**src/rtl/sync_edge_capture_if.sv**
```systemverilog
// Event-queue handshake between sync_edge_capture (master) and its consumer (slave).
// Head type, valid and occupancy flow out; the consumer's ready flows back.
interface sync_edge_capture_if #(
  parameter int DEPTH = 4
) ();
  logic                   evt_valid_o;
  logic                   evt_ready_i;
  logic                   evt_type_o;
  logic [$clog2(DEPTH):0] evt_count_o;

  modport master (
    output evt_valid_o,
    output evt_type_o,
    output evt_count_o,
    input  evt_ready_i
  );

  modport slave (
    input  evt_valid_o,
    input  evt_type_o,
    input  evt_count_o,
    output evt_ready_i
  );
endinterface

```
**src/rtl/sync_edge_capture.sv**
```systemverilog
// Debounce filter on a pre-synchronized level, with edge pulses and a small event FIFO.
// Level changes after FILTER_CYCLES consecutive differing samples; events drop when the FIFO is full.
module sync_edge_capture #(
  parameter int   FILTER_CYCLES = 3,
  parameter int   DEPTH         = 4,
  parameter logic RESET_LEVEL   = 1'b0
) (
  input  logic                 clk_dst,
  input  logic                 rst_dst,
  input  logic                 din_sync,
  input  logic                 en_i,
  input  logic                 clr_i,
  output logic                 level_o,
  output logic                 rise_pulse_o,
  output logic                 fall_pulse_o,
  output logic                 overflow_o,
  sync_edge_capture_if.master  evt
);

  localparam int             AW      = $clog2(DEPTH);
  localparam logic [7:0]     LP_LAST = 8'(FILTER_CYCLES - 1);
  localparam logic [AW:0]    LP_FULL = (AW + 1)'(DEPTH);

  typedef enum logic {
    ST_STABLE = 1'b0,
    ST_QUAL   = 1'b1
  } state_t;

  state_t            r_state;
  logic [7:0]        r_cnt;
  logic              r_level;
  logic              r_rise;
  logic              r_fall;

  logic [DEPTH-1:0]  r_mem;
  logic [AW-1:0]     r_wptr;
  logic [AW-1:0]     r_rptr;
  logic [AW:0]       r_count;
  logic              r_overflow;

  logic              w_differ;
  logic              w_accept;
  logic              w_full;
  logic              w_empty;
  logic              w_pop;
  logic              w_push;

  assign w_differ = (din_sync != r_level);

  // A change is accepted on the sample that completes the qualification run.
  assign w_accept = en_i && w_differ &&
                    (((r_state == ST_STABLE) && (FILTER_CYCLES == 1)) ||
                     ((r_state == ST_QUAL) && (r_cnt == LP_LAST)));

  assign w_empty = (r_count == '0);
  assign w_full  = (r_count == LP_FULL);
  assign w_pop   = !w_empty && evt.evt_ready_i;
  assign w_push  = w_accept && (!w_full || w_pop) && !clr_i && !rst_dst;

  always_ff @(posedge clk_dst) begin
    if (rst_dst) begin
      r_state <= ST_STABLE;
      r_cnt   <= '0;
      r_level <= RESET_LEVEL;
      r_rise  <= 1'b0;
      r_fall  <= 1'b0;
    end else begin
      r_rise <= 1'b0;
      r_fall <= 1'b0;
      if (!en_i) begin
        r_state <= ST_STABLE;
        r_cnt   <= '0;
      end else if (w_accept) begin
        r_level <= ~r_level;
        r_rise  <= ~r_level;
        r_fall  <= r_level;
        r_state <= ST_STABLE;
        r_cnt   <= '0;
      end else begin
        case (r_state)
          ST_STABLE: begin
            if (w_differ) begin
              r_state <= ST_QUAL;
              r_cnt   <= 8'd1;
            end
          end
          ST_QUAL: begin
            if (!w_differ) begin
              r_state <= ST_STABLE;
              r_cnt   <= '0;
            end else begin
              r_cnt <= r_cnt + 8'd1;
            end
          end
          default: begin
            r_state <= ST_STABLE;
            r_cnt   <= '0;
          end
        endcase
      end
    end
  end

  always_ff @(posedge clk_dst) begin
    if (w_push) begin
      r_mem[r_wptr] <= ~r_level;
    end
  end

  always_ff @(posedge clk_dst) begin
    if (rst_dst || clr_i) begin
      r_wptr     <= '0;
      r_rptr     <= '0;
      r_count    <= '0;
      r_overflow <= 1'b0;
    end else begin
      if (w_push) begin
        r_wptr <= r_wptr + 1'b1;
      end
      if (w_pop) begin
        r_rptr <= r_rptr + 1'b1;
      end
      case ({w_push, w_pop})
        2'b10:   r_count <= r_count + 1'b1;
        2'b01:   r_count <= r_count - 1'b1;
        default: r_count <= r_count;
      endcase
      // Simultaneous pop frees a slot, so a full queue only drops without one.
      if (w_accept && w_full && !w_pop) begin
        r_overflow <= 1'b1;
      end
    end
  end

  assign level_o         = r_level;
  assign rise_pulse_o    = r_rise;
  assign fall_pulse_o    = r_fall;
  assign overflow_o      = r_overflow;
  assign evt.evt_valid_o = !w_empty;
  assign evt.evt_type_o  = !w_empty && r_mem[r_rptr];
  assign evt.evt_count_o = r_count;

endmodule

```
**src/flat_wrapper.sv**
```systemverilog
// flat-port wrapper written by rule: the top's interface ports become plain ports
module sync_edge_capture_flat 
#(
  parameter int   FILTER_CYCLES = 3,
  parameter int   DEPTH         = 4,
  parameter logic RESET_LEVEL   = 1'b0
)
  (clk_dst, rst_dst, din_sync, en_i, clr_i, level_o, rise_pulse_o, fall_pulse_o, overflow_o, evt_evt_valid_o, evt_evt_type_o, evt_evt_count_o, evt_evt_ready_i);
  sync_edge_capture_if #(.DEPTH(DEPTH)) evt_i ();
  input  logic clk_dst;
  input  logic rst_dst;
  input  logic din_sync;
  input  logic en_i;
  input  logic clr_i;
  output logic level_o;
  output logic rise_pulse_o;
  output logic fall_pulse_o;
  output logic overflow_o;
  output wire logic [$bits(evt_i.evt_valid_o)-1:0] evt_evt_valid_o;
  output wire logic [$bits(evt_i.evt_type_o)-1:0] evt_evt_type_o;
  output wire logic [$bits(evt_i.evt_count_o)-1:0] evt_evt_count_o;
  input wire logic [$bits(evt_i.evt_ready_i)-1:0] evt_evt_ready_i;
  assign evt_evt_valid_o = evt_i.evt_valid_o;
  assign evt_evt_type_o = evt_i.evt_type_o;
  assign evt_evt_count_o = evt_i.evt_count_o;
  assign evt_i.evt_ready_i = evt_evt_ready_i;
  sync_edge_capture #(.FILTER_CYCLES(FILTER_CYCLES), .DEPTH(DEPTH), .RESET_LEVEL(RESET_LEVEL)) u_core (.clk_dst(clk_dst), .rst_dst(rst_dst), .din_sync(din_sync), .en_i(en_i), .clr_i(clr_i), .level_o(level_o), .rise_pulse_o(rise_pulse_o), .fall_pulse_o(fall_pulse_o), .overflow_o(overflow_o), .evt(evt_i));
endmodule
```
**config.mk**
```make
export PLATFORM = sky130hd
export DESIGN_NAME = sync_edge_capture_flat
export DESIGN_NICKNAME = d
export VERILOG_FILES = /design/src/rtl/sync_edge_capture_if.sv /design/src/rtl/sync_edge_capture.sv /design/src/flat_wrapper.sv
export SDC_FILE = /design/constraint.sdc
export NUM_CORES = 1
export LEC_CHECK = 0
export BUFFER_PORTS_ARGS = -buffer_cell sky130_fd_sc_hd__buf_2
export CORE_MARGIN = 2
export CORE_UTILIZATION = 50
export DETAILED_ROUTE_END_ITERATION = 16
export PLACE_DENSITY = 0.81
export SYNTH_ARGS = -nofsm -noshare
export SYNTH_HDL_FRONTEND = slang
export SYNTH_SLANG_ARGS = --single-unit
```
**constraint.sdc**
```tcl
create_clock -name clk_dst -period 4.3 [get_ports clk_dst]
set_clock_uncertainty 0.15 [all_clocks]
set_input_delay 0.43 -clock clk_dst [delete_from_list [all_inputs] [get_ports clk_dst]]
set_output_delay 0.43 -clock clk_dst [all_outputs]
set_load 0.05 [all_outputs]
```
==> results summary, run 1 <==
The run finished with clean final reports. Yosys mapped a number of flops with a built-in enable equal to 4. The worst hold path begins at rst_dst. Dividing the detail-routed wire length by the instance count gives 11.9 um.

The adder-cell share of the synthesized area is 9.17%. Tracing the worst setup path back leads to its startpoint at u_core.evt.evt_count_o[0]. The critical path in this run is classified as flip-flop to flip-flop. The CTS tree is built. The floorplan has 17 rows. The total power per unit cell area is 263 nW/um^2.

The die extent in y is 52.5 um. The total routed wirelength is 1920 um. The number of maximum-capacitance constraint violations is 0. The largest vdd supply drop is 0.000232 V. The leading cell type in the layout, fill and taps excluded is dfxtp_1.

The clock-pin transition on the worst setup and hold timing paths is 120 ps. The total negative slack came out at 0 ps. For this run, asynchronously set or reset flops after synthesis account for 0%. Summing the areas of all compound-gate instances in the mapped netlist gives 6.93% of the synthesized area. The clock insertion delay at the later pin of the skew report came out at 310 ps. Static timing analysis puts the maximum clock frequency at 0.346 GHz.

The parity-gate share of the synthesized area counting xor and xnor cells is 10.3%. The remaining routing DRC violations came out at 0. By area the synthesized netlist is led by dfxtp_1 34%, edfxtp_1 10%, ha_1 7.5%. In this run the critical register-to-register path is launched from u_core.evt.evt_count_o[0]. The fraction of met1 tracks used by global routing came out at 19.2%. The global-route layer with the greatest usage is met2.

The number of inserted filler cells in the final layout came out at 212. The maximum count of clock buffers along a single path is 2. The number of nets in the synthesized netlist is 131.

The worst setup path is launched from a flip-flop. Setup violations remaining at the end of the flow were counted as 0. After floorplanning, the core was sized to cover 2210 um^2. The number of design-rule violations left by the first detailed-router iteration came out at 20. 15 I/O pins were placed. The initial cell density of the core came out at 53.1%. The all-layer global routing usage came out at 16.8%. In this run the tightest slew margin relative to its limit is 32.1%. The area growth from synthesis to layout is 10.4%. The final weighted congestion in routability-driven placement is 0.838. dfxtp_1 takes more of the synthesized area than any other cell.

The post-synthesis cell count is 117. The clock period could shrink to 2890 ps. The most used flip-flop cell after synthesis is dfxtp_1.

The share of final-layout standard cells stronger than drive strength 1 is 18.8%. The number of clock sinks is 24. The count of input and output buffers is 14. The count of buffers added by post-CTS timing repair for setup came out at 0.

In the layout the commonest cells are 20 x dfxtp_1, 17 x nor2_1, 14 x buf_2, 9 x inv_1, 9 x xor2_1. The placed cell count is 157. The count of TritonRoute iterations in the first routing pass is 4. In this run the horizontal extent of the chip is 52.5 um. Averaged over all synthesized cells, the footprint is 10.0 um^2. The final cell count without fillers came out at 161. The worst hold path belongs to the class input pin to flip-flop. During synthesis, Yosys emitted a total of 0 warnings. The final net count is 148.

The remaining global-route overflow is 0. Of all nets on the critical path, the largest fanout is 6. In the global route stage, met2 resource usage came out at 29.2%. The quantity of gates resized following cts is 0. The number of antenna violations at the first check in global routing is 0.

Once detailed placement completed, the half-perimeter wirelength came to 1490 um. The area share of the largest cell type after synthesis came out at 34.1%. Once detail routing completed, the nets flagged for antenna violations numbered 0. The worst slack after detailed placement came out at 1340 ps. The die area came out at 2750 um^2. The number of failing hold endpoints at the final stage is 0.

CTS placed an instance of clkbuf_4 at the clock tree root. The number of slew-limit violations in the final report came to 0. Using the TritonRoute via totals, the vias-per-cell ratio works out to 5.25. The met3 layer usage reported by global route came out at 2.86%.

At the worst endpoint, the required time is 4410 ps. The leakage power summed over all cells is 0.497 nW. The worst hold slack came out at 186 ps. The maximum number of pins on one net before global-route repair is 14. The endpoint arrival time on the critical path came out at 3000 ps. Setup repair after global routing left no endpoint under its margin.

The worst setup path is captured at a flip-flop. The total CTS buffers came out at 3. The slew at the pin closest to its max-slew limit came out at 1000 ps. The mapped netlist covers 1170 um^2.

The count of different cell masters after synthesis is 34. The register area share after synthesis is 44.3%. The via count of the first global-routing pass is 818.

By area, the combinational part of the netlist is dominated by simple AND/OR/NAND/NOR gates. The area fraction in and, or, nand and nor cells after synthesis came out at 23.7%. The first global-routing pass estimated 3310 um of wire.

The number of vias after detailed routing came out at 846. The post-synthesis mux area share is 1.92%. The period utilization came out at 67.2%. The number of synthesized register bits is 24. CTS built an H-tree with a depth of 1. In the post-route analysis, the smallest setup slack over all paths is 1410 ps. The quantity of hold-fixing buffers added after cts is 0. The number of antenna diodes in the final layout is 0. The share of the core filled with cells came out at 58.6%.
==> power breakdown <==
part / internal, W / switching, W
Clock: 0.0000340 / 0.0000659
Combinational: 0.00000425 / 0.00000711
Sequential: 0.000228 / 0.00000152
==> metal layers <==
metal | up-vias | routed length (um)
met5 | - | 0
met4 | 0 | 55
met3 | 7 | 76
met2 | 22 | 958
met1 | 389 | 834
li1 | 428 | -
==> worst paths after layout <==
kind                               endpoint  slack, ps  cells after the start
hold / removal               u_core.level_o        190                      2
setup reg to reg  u_core.evt.evt_count_o[2]       1410                      9
hold reg to reg           u_core.overflow_o        350                      1
setup / recovery  u_core.evt.evt_count_o[2]       1410                      9
==> critical path, stage by stage, from the launching register on <==
cell and delay (ps):
dfxtp_1 380, nor4b_1 890, nor3_2 120, inv_1 90
ha_1 170, inv_1 60, fa_1 370, xor2_1 160
or3_1 310, a21oi_1 140
==> final cells by class <==
| class | instances | area, um^2 | area share [%] |
|---|---|---|---|
| flip-flops and latches | 24 | 520 | 40.2 |
| clock buffers | 3 | 22.5 | 1.74 |
| repair buffers | 14 | 70.1 | 5.41 |
| inverters | 9 | 33.8 | 2.61 |
| well taps | 28 | 35.0 | 2.70 |
| clock inverters | 1 | 3.75 | 0.290 |
| multi-input cells | 82 | 611 | 47.1 |
==> flip-flops by register name (all words and copies together) (netlist names) <==
name / flops
u_core.r_rptr: 2
u_core.r_cnt: 8
u_core.level_o: 1
u_core.fall_pulse_o: 1
u_core.r_state: 1
u_core.overflow_o: 1
u_core.r_mem: 4
u_core.r_wptr: 2
u_core.rise_pulse_o: 1
u_core.evt.evt_count_o: 3
==> synth_stat cells, types with 2 or more instances <==
cell type and count:
a21oi_1 4, dfxtp_1 20, nor2_1 17, xor2_1 9
nand2_1 6, edfxtp_1 4, a211oi_1 2, or3_1 3
xnor2_1 3, o21ai_0 2, inv_1 9, nand4_1 3
and3_1 2, and2_1 5, nor3_1 3, ha_1 7
==> per-stage QoR <==
stage | area (um^2) | total power [W]
2_1_floorplan | 1170 | 0.000241
3_3_place_gp | 1270 | 0.000246
3_5_place_dp | 1270 | 0.000246
4_1_cts | 1300 | 0.000345
5_1_grt | 1300 | 0.000355
6_report | 1300 | 0.000341
==> kinds of logic (layout without fill, tap and decap cells) <==
family | Yosys count | after routing
AND/OR/NAND/NOR | 47 | 47
flip-flops | 24 | 24
AO/OA/AOI/OAI | 13 | 13
XOR/XNOR | 13 | 13
buffers and inverters | 11 | 27
adder cells (fa/ha/maj) | 8 | 8
multiplexers | 1 | 1
Power figures use the tool's default switching activity.
==> inputs of run 2 (changes only) <==
clock period = 2.74 ns   (was 4.3 ns; I/O delays follow)
==> run 2 against run 1 <==
  * Via count decreased by 0.59%
  * Design area is 2.4% higher
  * Sequential cell count unchanged
  * Critical path depth up 3
  * First-iteration DRC count shrank 15%
  * Worst setup slack worse by 1300 ps
  * Sequential share of layout area decreased by 0.66 points
  * Die area is the same
  * Fmax up 11%
  * Largest cell class unchanged
  * Largest power group unchanged
==> results summary, run 2 (synthesis gave the netlist of run 1 again) <==
The number of nets still failing antenna checks after routing was 0 (unchanged). The endpoint arrival time on the critical path is 2680 ps (was 3000 ps). The post-route minimum period came out at 2600 ps (was 2890 ps). The final net count came out at 150 (was 148). Outcome: finished clean (unchanged). The master of the slowest instance on the critical path is dfxtp_4 (was nor4b_1). The critical path's largest stage delay is 380 ps (was 890 ps). The slew at the pin closest to its max-slew limit was 434 ps (was 1000 ps). The final weighted congestion in routability-driven placement came out at 0.841 (was 0.838). The number of setup violations in the final report came out at 0 (unchanged).

The final non-filler cell area was 1330 um^2 (was 1300 um^2). The internal cell power is 0.000421 W (was 0.000267 W). The leading cell type in the layout, fill and taps excluded is dfxtp_1 (unchanged).

The clock-pin transition on the worst setup and hold timing paths came out at 130 ps (was 120 ps). The initial cell density of the core came out at 53.1% (unchanged). The share of total power in the clock network came to 29.0% (was 29.3%). The category of the most critical setup path is flip-flop to flip-flop (unchanged). The total power per unit cell area is 401 nW/um^2 (was 263 nW/um^2). The maximum number of pins on one net before global-route repair came out at 14 (unchanged). The number of design-rule violations left by the first detailed-router iteration came out at 17 (was 20). The clock root buffer is clkbuf_4 (unchanged).

The number of core rows came out at 17 (unchanged). The number of maximum-capacitance constraint violations is 0 (unchanged). The capturing element type of the critical path is a flip-flop (unchanged). The floorplan core area came out at 2210 um^2 (unchanged). The relative slew slack is 71.0% (was 32.1%). The first-pass GRT wire length is 3260 um (was 3310 um). The detail-routed via count per cell is 5.16 (was 5.25). The maximum fanout along the worst path came to 5 (was 6). The net switching power came out at 0.000112 W (was 0.0000746 W). RSZ-0062 raised after global routing: false (unchanged). The quantity of hold-fixing buffers added after cts came out at 0 (unchanged).

The count of TritonRoute iterations in the first routing pass came out at 4 (unchanged). The library cell appearing most often on the critical path is inv_1 (unchanged). The via count of the first global-routing pass came out at 810 (was 818). The fraction of power spent switching nets came out at 21.0% (was 21.9%). The total power draw came out at 0.000533 W (was 0.000341 W). The period utilization is 94.8% (was 67.2%). The number of antenna cells inserted came to 0 (unchanged). The number of slew-limit violations in the final report came out at 0 (unchanged).

The total CTS buffers came to 3 (unchanged). The count of H-tree levels built during CTS is 1 (unchanged). The total negative slack is 0 ps (unchanged). The maximum count of clock buffers along a single path is 2 (unchanged). The register with the most flip-flops was u_core.r_cnt (unchanged).

The average wire per cell in the routed design came out at 11.9 um (about the same). The all-layer global routing usage was 15.9% (was 16.8%). The number of I/O pins came out at 15 (unchanged). The cell count of the worst reg-to-reg path came out at 12 (was 9). The number of antenna violations at the first check in global routing came out at 0 (unchanged). The remaining routing DRC violations came out at 0 (unchanged). The share of total power in sequential cells came to 67.6% (was 67.4%). The worst hold path depth is 2 (unchanged). The number of failing hold endpoints at the final stage came out at 0 (unchanged). The remaining global-route overflow came out at 0 (unchanged). The kind of launch point of the worst setup path is a flip-flop (unchanged). The width of the die is 52.5 um (unchanged).

Top library cells by usage in the layout, fill and taps aside: 19 x dfxtp_1, 17 x nor2_1, 14 x buf_2, 9 x inv_1, 9 x xor2_1 (was 20 x dfxtp_1, 17 x nor2_1, 14 x buf_2, 9 x inv_1, 9 x xor2_1). The worst hold path class is input pin to flip-flop (unchanged). The CTS tree is built (unchanged). The count of input and output buffers came to 14 (unchanged). Cells along the critical path: inv_1 -> ha_1 -> and4bb_2 -> nand4_4 -> nor3_4 -> inv_1 -> ha_1 -> inv_1 -> fa_1 -> xor2_1 -> or3_1 -> a21oi_1 (was nor4b_1 -> nor3_2 -> inv_1 -> ha_1 -> inv_1 -> fa_1 -> xor2_1 -> or3_1 -> a21oi_1).

The maximum achievable frequency was 0.385 GHz (was 0.346 GHz). The number of flip-flops in the largest register came out at 8 (unchanged). The number of inserted filler cells in the final layout came out at 190 (was 212). The number of vias after detailed routing is 841 (was 846). The leakage power summed over all cells is 0.511 nW (was 0.497 nW). The clock insertion delay at the later pin of the skew report was 310 ps (about the same). The die extent in y was 52.5 um (unchanged). The critical path required time came out at 2820 ps (was 4410 ps). The HPWL after detailed placement came out at 1490 um (about the same). The post-detailed-placement cell area is 1280 um^2 (was 1270 um^2). The area growth from synthesis to layout came out at 13.1% (was 10.4%). The share of final-layout standard cells stronger than drive strength 1 came out at 21.5% (was 18.8%). The combinational share of power is 3.4% (was 3.3%). The number of clock sinks is 24 (unchanged). The total routed wirelength was 1940 um (was 1920 um). The largest vdd supply drop came out at 0.000286 V (was 0.000232 V). The die area came out at 2750 um^2 (unchanged).
## run 2: cell types whose count changed in the layout (fill, tap and decap cells not counted), sizes merged
cell | previous run | this run
clkinv | 1 | 0
clkbuf | 3 | 4
buf | 14 | 16
## run 2: path summary, 6_finish.rpt
kind	endpoint	start	slack (ps)
worst max-delay path	u_core.evt.evt_count_o[2]	u_core.r_cnt[0]	140
worst min-delay path	u_core.level_o	rst_dst	40
worst max register to register	u_core.evt.evt_count_o[2]	u_core.r_cnt[0]	140
worst min register to register	u_core.r_cnt[0]	u_core.r_cnt[0]	330
## run 2: critical path, delay by kind of cell (launching register included)
family | cells | cell delay, ps
compound gates | 1 | 160
xor+xnor | 1 | 160
fa+ha+maj | 3 | 740
buf+inv | 3 | 180
flops | 1 | 380
simple gates | 4 | 760
## run 2: area by class of cell
cell class / instances / area, um^2 / area share [%]
clock buffers: 4 / 26.3 / 1.98
inverters: 9 / 33.8 / 2.54
multi-input cells: 82 / 623 / 46.9
flip-flops and latches: 24 / 524 / 39.5
well taps: 28 / 35.0 / 2.64
repair buffers: 16 / 85.1 / 6.41
## run 2: stage by stage
stage	setup WS (ps)	util [%]	cells	hold WS, ps
6_report	142	60.0	163	37.3
5_1_grt	1.96	60.0	163	27.3
4_1_cts	32.5	59.2	162	26.4
3_5_place_dp	61.2	58.0	158	304
3_3_place_gp	218	58.0	158	297
2_1_floorplan	99.4	-	117	196
## run 2: routing by layer
| layer | up-vias | GRT usage [%] | share of wire, % |
|---|---|---|---|
| met5 | - | 0 | 0 |
| met4 | 0 | 4.27 | 1.1 |
| met3 | 4 | 3.43 | 4.2 |
| met2 | 17 | 29.2 | 52 |
| met1 | 390 | 18.4 | 43 |
| li1 | 430 | - | - |
## run 2: power by group through the flow
stage                     clock (W)  combinational (W)  sequential, W
after floorplan                   0          0.0000118       0.000367
after CTS                  0.000161          0.0000182       0.000361
after global routing       0.000177          0.0000207       0.000361
final                      0.000154          0.0000183       0.000360
after detailed placement          0          0.0000182       0.000368
after global placement            0          0.0000174       0.000368
## run 2: timing repair
item                                    CTS  global route
buffers inserted                          0             1
resized for setup                         0             3
hold endpoints to repair                  0             0
endpoints found under the setup margin    0             1
